[src/rtl/ariane_pkg.sv]
// Shared Ariane types; holds the state encoding of the store-drain controller.
package ariane_pkg;

   typedef enum logic [2:0] {
      IDLE,
      DRAIN,
      FLUSH,
      DONE,
      AMO_WAIT,
      AMO_ISSUE,
      AMO_RESP
   } store_drain_state_e;

endpackage

[src/rtl/config_pkg.sv]
// Core configuration record shared by CVA6 blocks.
// Only the fields the load/store path needs are modelled here.
package config_pkg;

   typedef struct packed {
      logic [31:0] xlen;
      logic        rva_en;
      logic        dcache_wb;
   } cva6_cfg_t;

   localparam cva6_cfg_t cva6_cfg_empty = '0;

endpackage

[src/rtl/store_drain_ctrl.sv]
// Store-drain controller: orders fences and AMOs behind the store buffer and arbitrates the D$ port.
// Optional drain-cycle performance counter enabled by defining STORE_DRAIN_PERF_EN.
module store_drain_ctrl
   import ariane_pkg::*;
#(
   parameter config_pkg::cva6_cfg_t CVA6Cfg   = config_pkg::cva6_cfg_empty,
   parameter int unsigned           CNT_WIDTH = 16
) (
   input  logic                 clk_i,
   input  logic                 rst_i,
   input  logic                 flush_i,
   input  logic                 fence_req_i,
   input  logic                 fence_i_i,
   output logic                 fence_ack_o,
   output logic                 commit_stall_o,
   input  logic                 store_buffer_empty_i,
   input  logic                 sb_req_i,
   output logic                 sb_gnt_o,
   input  logic                 amo_req_i,
   output logic                 amo_gnt_o,
   input  logic                 amo_rvalid_i,
   output logic                 dc_req_o,
   input  logic                 dc_gnt_i,
   output logic                 sel_o,
   output logic                 dcache_flush_o,
   input  logic                 dcache_flush_ack_i,
   output logic [CNT_WIDTH-1:0] drain_cycles_o
);

   store_drain_state_e state_q, state_d;

   // Flush only aborts states that have not yet started a D$ handshake.
   always_comb begin
      // NOTE: default assignment first so no path through the case infers a latch.
      state_d = state_q;
      case (state_q)
         IDLE: begin
            if (fence_req_i)    state_d = DRAIN;
            else if (amo_req_i) state_d = AMO_WAIT;
         end
         DRAIN: begin
            if (flush_i)                   state_d = IDLE;
            else if (store_buffer_empty_i) state_d = fence_i_i ? FLUSH : DONE;
         end
         FLUSH:     if (dcache_flush_ack_i)    state_d = DONE;
         DONE:                                 state_d = IDLE;
         AMO_WAIT: begin
            if (flush_i)                   state_d = IDLE;
            else if (store_buffer_empty_i) state_d = AMO_ISSUE;
         end
         AMO_ISSUE: if (dc_gnt_i && amo_req_i) state_d = AMO_RESP;
         AMO_RESP:  if (amo_rvalid_i)          state_d = IDLE;
         default:                              state_d = IDLE;
      endcase
   end

   always_comb begin
      dc_req_o       = sb_req_i;
      sb_gnt_o       = dc_gnt_i & sb_req_i;
      sel_o          = 1'b0;
      amo_gnt_o      = 1'b0;
      commit_stall_o = 1'b1;
      fence_ack_o    = 1'b0;
      dcache_flush_o = 1'b0;
      case (state_q)
         IDLE:  commit_stall_o = 1'b0;
         FLUSH: dcache_flush_o = 1'b1;
         DONE: begin
            commit_stall_o = 1'b0;
            fence_ack_o    = 1'b1;
         end
         AMO_ISSUE: begin
            dc_req_o  = amo_req_i;
            sb_gnt_o  = 1'b0;
            sel_o     = 1'b1;
            amo_gnt_o = dc_gnt_i;
         end
         AMO_RESP: begin
            dc_req_o = 1'b0;
            sb_gnt_o = 1'b0;
            sel_o    = 1'b1;
         end
         default: ;
      endcase
   end

`ifdef STORE_DRAIN_PERF_EN
   logic [CNT_WIDTH-1:0] cnt_q, cnt_d;

   always_comb begin
      cnt_d = cnt_q;
      if ((state_q == DRAIN || state_q == AMO_WAIT) && cnt_q != '1)
         cnt_d = cnt_q + {{(CNT_WIDTH-1){1'b0}}, 1'b1};
   end

   assign drain_cycles_o = cnt_q;
`else
   assign drain_cycles_o = '0;
`endif

   // NOTE: reset is sampled on the clock edge, and all state uses non-blocking updates.
   always_ff @(posedge clk_i) begin
      if (rst_i) begin
         state_q <= IDLE;
`ifdef STORE_DRAIN_PERF_EN
         cnt_q   <= '0;
`endif
      end else begin
         state_q <= state_d;
`ifdef STORE_DRAIN_PERF_EN
         cnt_q   <= cnt_d;
`endif
      end
   end

endmodule
[config.mk]
export PLATFORM = sky130hd
export DESIGN_NAME = store_drain_ctrl
export DESIGN_NICKNAME = d
export VERILOG_FILES = /design/src/rtl/ariane_pkg.sv /design/src/rtl/config_pkg.sv /design/src/rtl/store_drain_ctrl.sv
export SDC_FILE = /design/constraint.sdc
export NUM_CORES = 1
export LEC_CHECK = 0
export CORE_UTILIZATION = 37
export DETAILED_ROUTE_END_ITERATION = 7
export PLACE_DENSITY = 0.82
export SLEW_MARGIN = 20
export SYNTH_ARGS = -nofsm -noshare
export SYNTH_HDL_FRONTEND = slang
export SYNTH_SLANG_ARGS = --single-unit
[constraint.sdc]
create_clock -name clk_i -period 3.3 [get_ports clk_i]
set_input_delay 0.825 -clock clk_i [delete_from_list [all_inputs] [get_ports clk_i]]
set_output_delay 0.825 -clock clk_i [all_outputs]
set_load 0.05 [all_outputs]
==> impl_metrics.toml <==
[worst_setup_path]
rrSetupSlack_ns = 1.55
path_delay_family = "buffers and inverters"
endpoint_kind = "primary output"
required_ns = 2.47
crit_cells = 3
worst-path-buf-inv = 1
cp_cell_sequence = "xor2_1, and2_1, clkdlybuf4s50_1"
ff2ff_path_depth = 4
r2r-start = "state_q[1]$_SDFFE_PP0P_"
critPathArrivalTime_ns = 2.04
r2r-end = "state_q[2]$_SDFFE_PP0P_"
cp_slowest_cell = "clkdlybuf4s50_1"
cp_slowest_stage_delay_ns = 0.80
cp-start-kind = "flip-flop"
crit_fanout = 15
crit_type = "flip-flop to primary output"

[placement]
dp.cells = 93
postPlaceCellArea_sq_um = 618
place.detailed.hpwl_microns = 785
gp_congestion = 0.650
port_buffers = 17

[floorplanning]
fp.dieArea_sq_um = 1550
fp.dieH_microns = 39.3
initial_core_util_pct = 39.6
io_pins = 34
core_area_sq_um = 1300
fp-row-count = 13
die_w_microns = 39.3

[sta]
finalMaxSlewViolations = 0
setup-tns-final_ns = 0
rsz0062_at_grt = "no"
tightest_slew_ns = 0.524
min_period_ns = 2.86
slew-limit-headroom_pct = 65.0
fin_hold_ws_ns = 0.719
clock_skew_ns = 0.000960
setup-violations-final = 0
fin_crit_sh_pct = 86.8
timing.fmax_mhz = 349
hold_viol_final = 0

[min_path]
holdPathEnd = "state_q[1]$_SDFFE_PP0P_"
min_from = "state_q[1]$_SDFFE_PP0P_"
hold_path_class = "flip-flop to flip-flop"
hold_depth = 2

[cts]
htree_num_levels = 1
cts-root-buf = "clkbuf_4"
cts_setup_buffers = 0
clock_sinks = 3
cts_buffers = 3
cts_max_path_buffers = 2
cts-resized-gates = 0
postCtsHoldBufs = 0
cts_tree = "done"
path_clk_slew_ns = 0.04
clock_latency_ns = 0.23

[logic_synthesis]
yosysWarnings = 0
syn_inst = 66
ys_ff_latch = 3
synth_flop_cell = "dfxtp_1"
synth-edff-count = 0
synth.top_cells.by_area = "buf_4 (26%), dfxtp_1 (12%), o21ai_0 (4.9%)"
synth_largest_area_cell = "buf_4"
yosysTopAreaCellShare_pct = 26.2
yosysUniqueCellTypes = 33
seq_area_frac_synth_pct = 11.7
async_flop_share_pct = 0
synth_area_sq_um = 515
syn_avg_cell_area_sq_um = 7.81

[cells_and_area]
drive_gt1_share_pct = 17.1
design_area_sq_um = 644
antenna_cells = 0
instances_no_fill = 97
n_fill_cell = 134
reg_top3 = "state_q (3)"
mostFrequentLayoutCell = "conb_1"
top_register = "state_q"
largest_reg_flops = 3
fin_util_pct = 49.5
area_growth_pct = 25.0
num-nets-final = 94
final_cell_mix = "conb_1 (16), clkdlybuf4s50_1 (14), nor2_1 (5), o21ai_0 (5), nand2_1 (4)"

[routing]
vias_per_cell = 4.57
drc_errors = 0
drt-pass1-iter-count = 2
vias = 443
ant_nets = 0
finalWirelength_microns = 990
first_iter_violations = 2
wl_per_cell_microns = 10.2

[grt]
grt_pass1_wl_microns = 1460
busiest_layer = "met2"
use_met1_pct = 13.1
grt_max_degree = 17
antenna_found_initial = 0
grt_usage_pct = 14.4
grt_pass1_vias = 384
use_met3_pct = 1.70
overflow = 0
grt_util_met2_pct = 28.3

[power]
peakVddDrop_uv = 373
p_leak_uw = 0.000298
p_per_area_nw_per_um2 = 844

[run_status]
status = "finished clean"

[flow_run]
max_cap_violations = 0
## metrics by stage
| step | worst slack [ns] | power [uW] |
|---|---|---|
| 2_1_floorplan | 0.746 | 420 |
| 3_3_place_gp | 0.593 | 472 |
| 3_5_place_dp | 0.557 | 482 |
| 4_1_cts | 0.404 | 550 |
| 5_1_grt | 0.317 | 585 |
| 6_report | 0.436 | 544 |
## cells in the mapped netlist, types with 2 or more instances
cell type	n
nor3b_1	2
mux2_1	2
and2_1	2
buf_4	18
dfxtp_1	3
nor2_1	5
o21ai_0	5
nand2_1	4
## logic make-up (layout without fill, tap and decap cells)
| logic type | Yosys count | count (layout) | share of synthesized area, % |
|---|---|---|---|
| xor gates and xnor gates | 2 | 2 | 4.86 |
| DFF | 3 | 3 | 11.7 |
| and+or+nand+nor | 23 | 23 | 29.1 |
| AOI/OAI and AO/OA | 14 | 14 | 19.9 |
| other | 1 | 16 | 0.727 |
| muxes | 2 | 2 | 4.37 |
| buffers and inverters | 21 | 22 | 29.4 |
## power breakdown
| part | switching, uW | total (uW) | internal, uW |
|---|---|---|---|
| clock | 18.1 | 63.4 | 45.3 |
| combinational | 218 | 368 | 151 |
| sequential | 59.6 | 112 | 52.4 |
## worst min-delay path, stage by stage (launching register included)
cell and delay [ns]:
dfxtp_1 0.45, nand2b_1 0.14, o32ai_1 0.07
## per-layer routing
metal / part of all wire (%) / routed length, microns / up-vias
li1: - / - / 227
met5: 0 / 0 / -
met2: 52 / 518 / 22
met3: 7.0 / 69 / 0
met4: 0 / 0 / 0
met1: 41 / 401 / 194
## worst max-delay path by stage
stage	start	to
3_3_place_gp	amo_req_i	dc_req_o
4_1_cts	state_q[1]$_SDFFE_PP0P_	sel_o
3_5_place_dp	amo_req_i	dc_req_o
6_report	state_q[1]$_SDFFE_PP0P_	sel_o
2_1_floorplan	state_q[1]$_SDFFE_PP0P_	sb_gnt_o
5_1_grt	state_q[1]$_SDFFE_PP0P_	sel_o
## final cells by class
cell class                      count  area [sq um]  share of cell area, %
Multi-Input combinational cell     57           360                   55.9
Timing Repair Buffer               17           175                   27.2
Sequential cell                     3          60.1                   9.32
Clock buffer                        4          26.3                   4.08
Tap cell                           15          18.8                   2.91
Inverter                            1          3.75                  0.583
No activity file was read; power rests on OpenSTA's default activity.
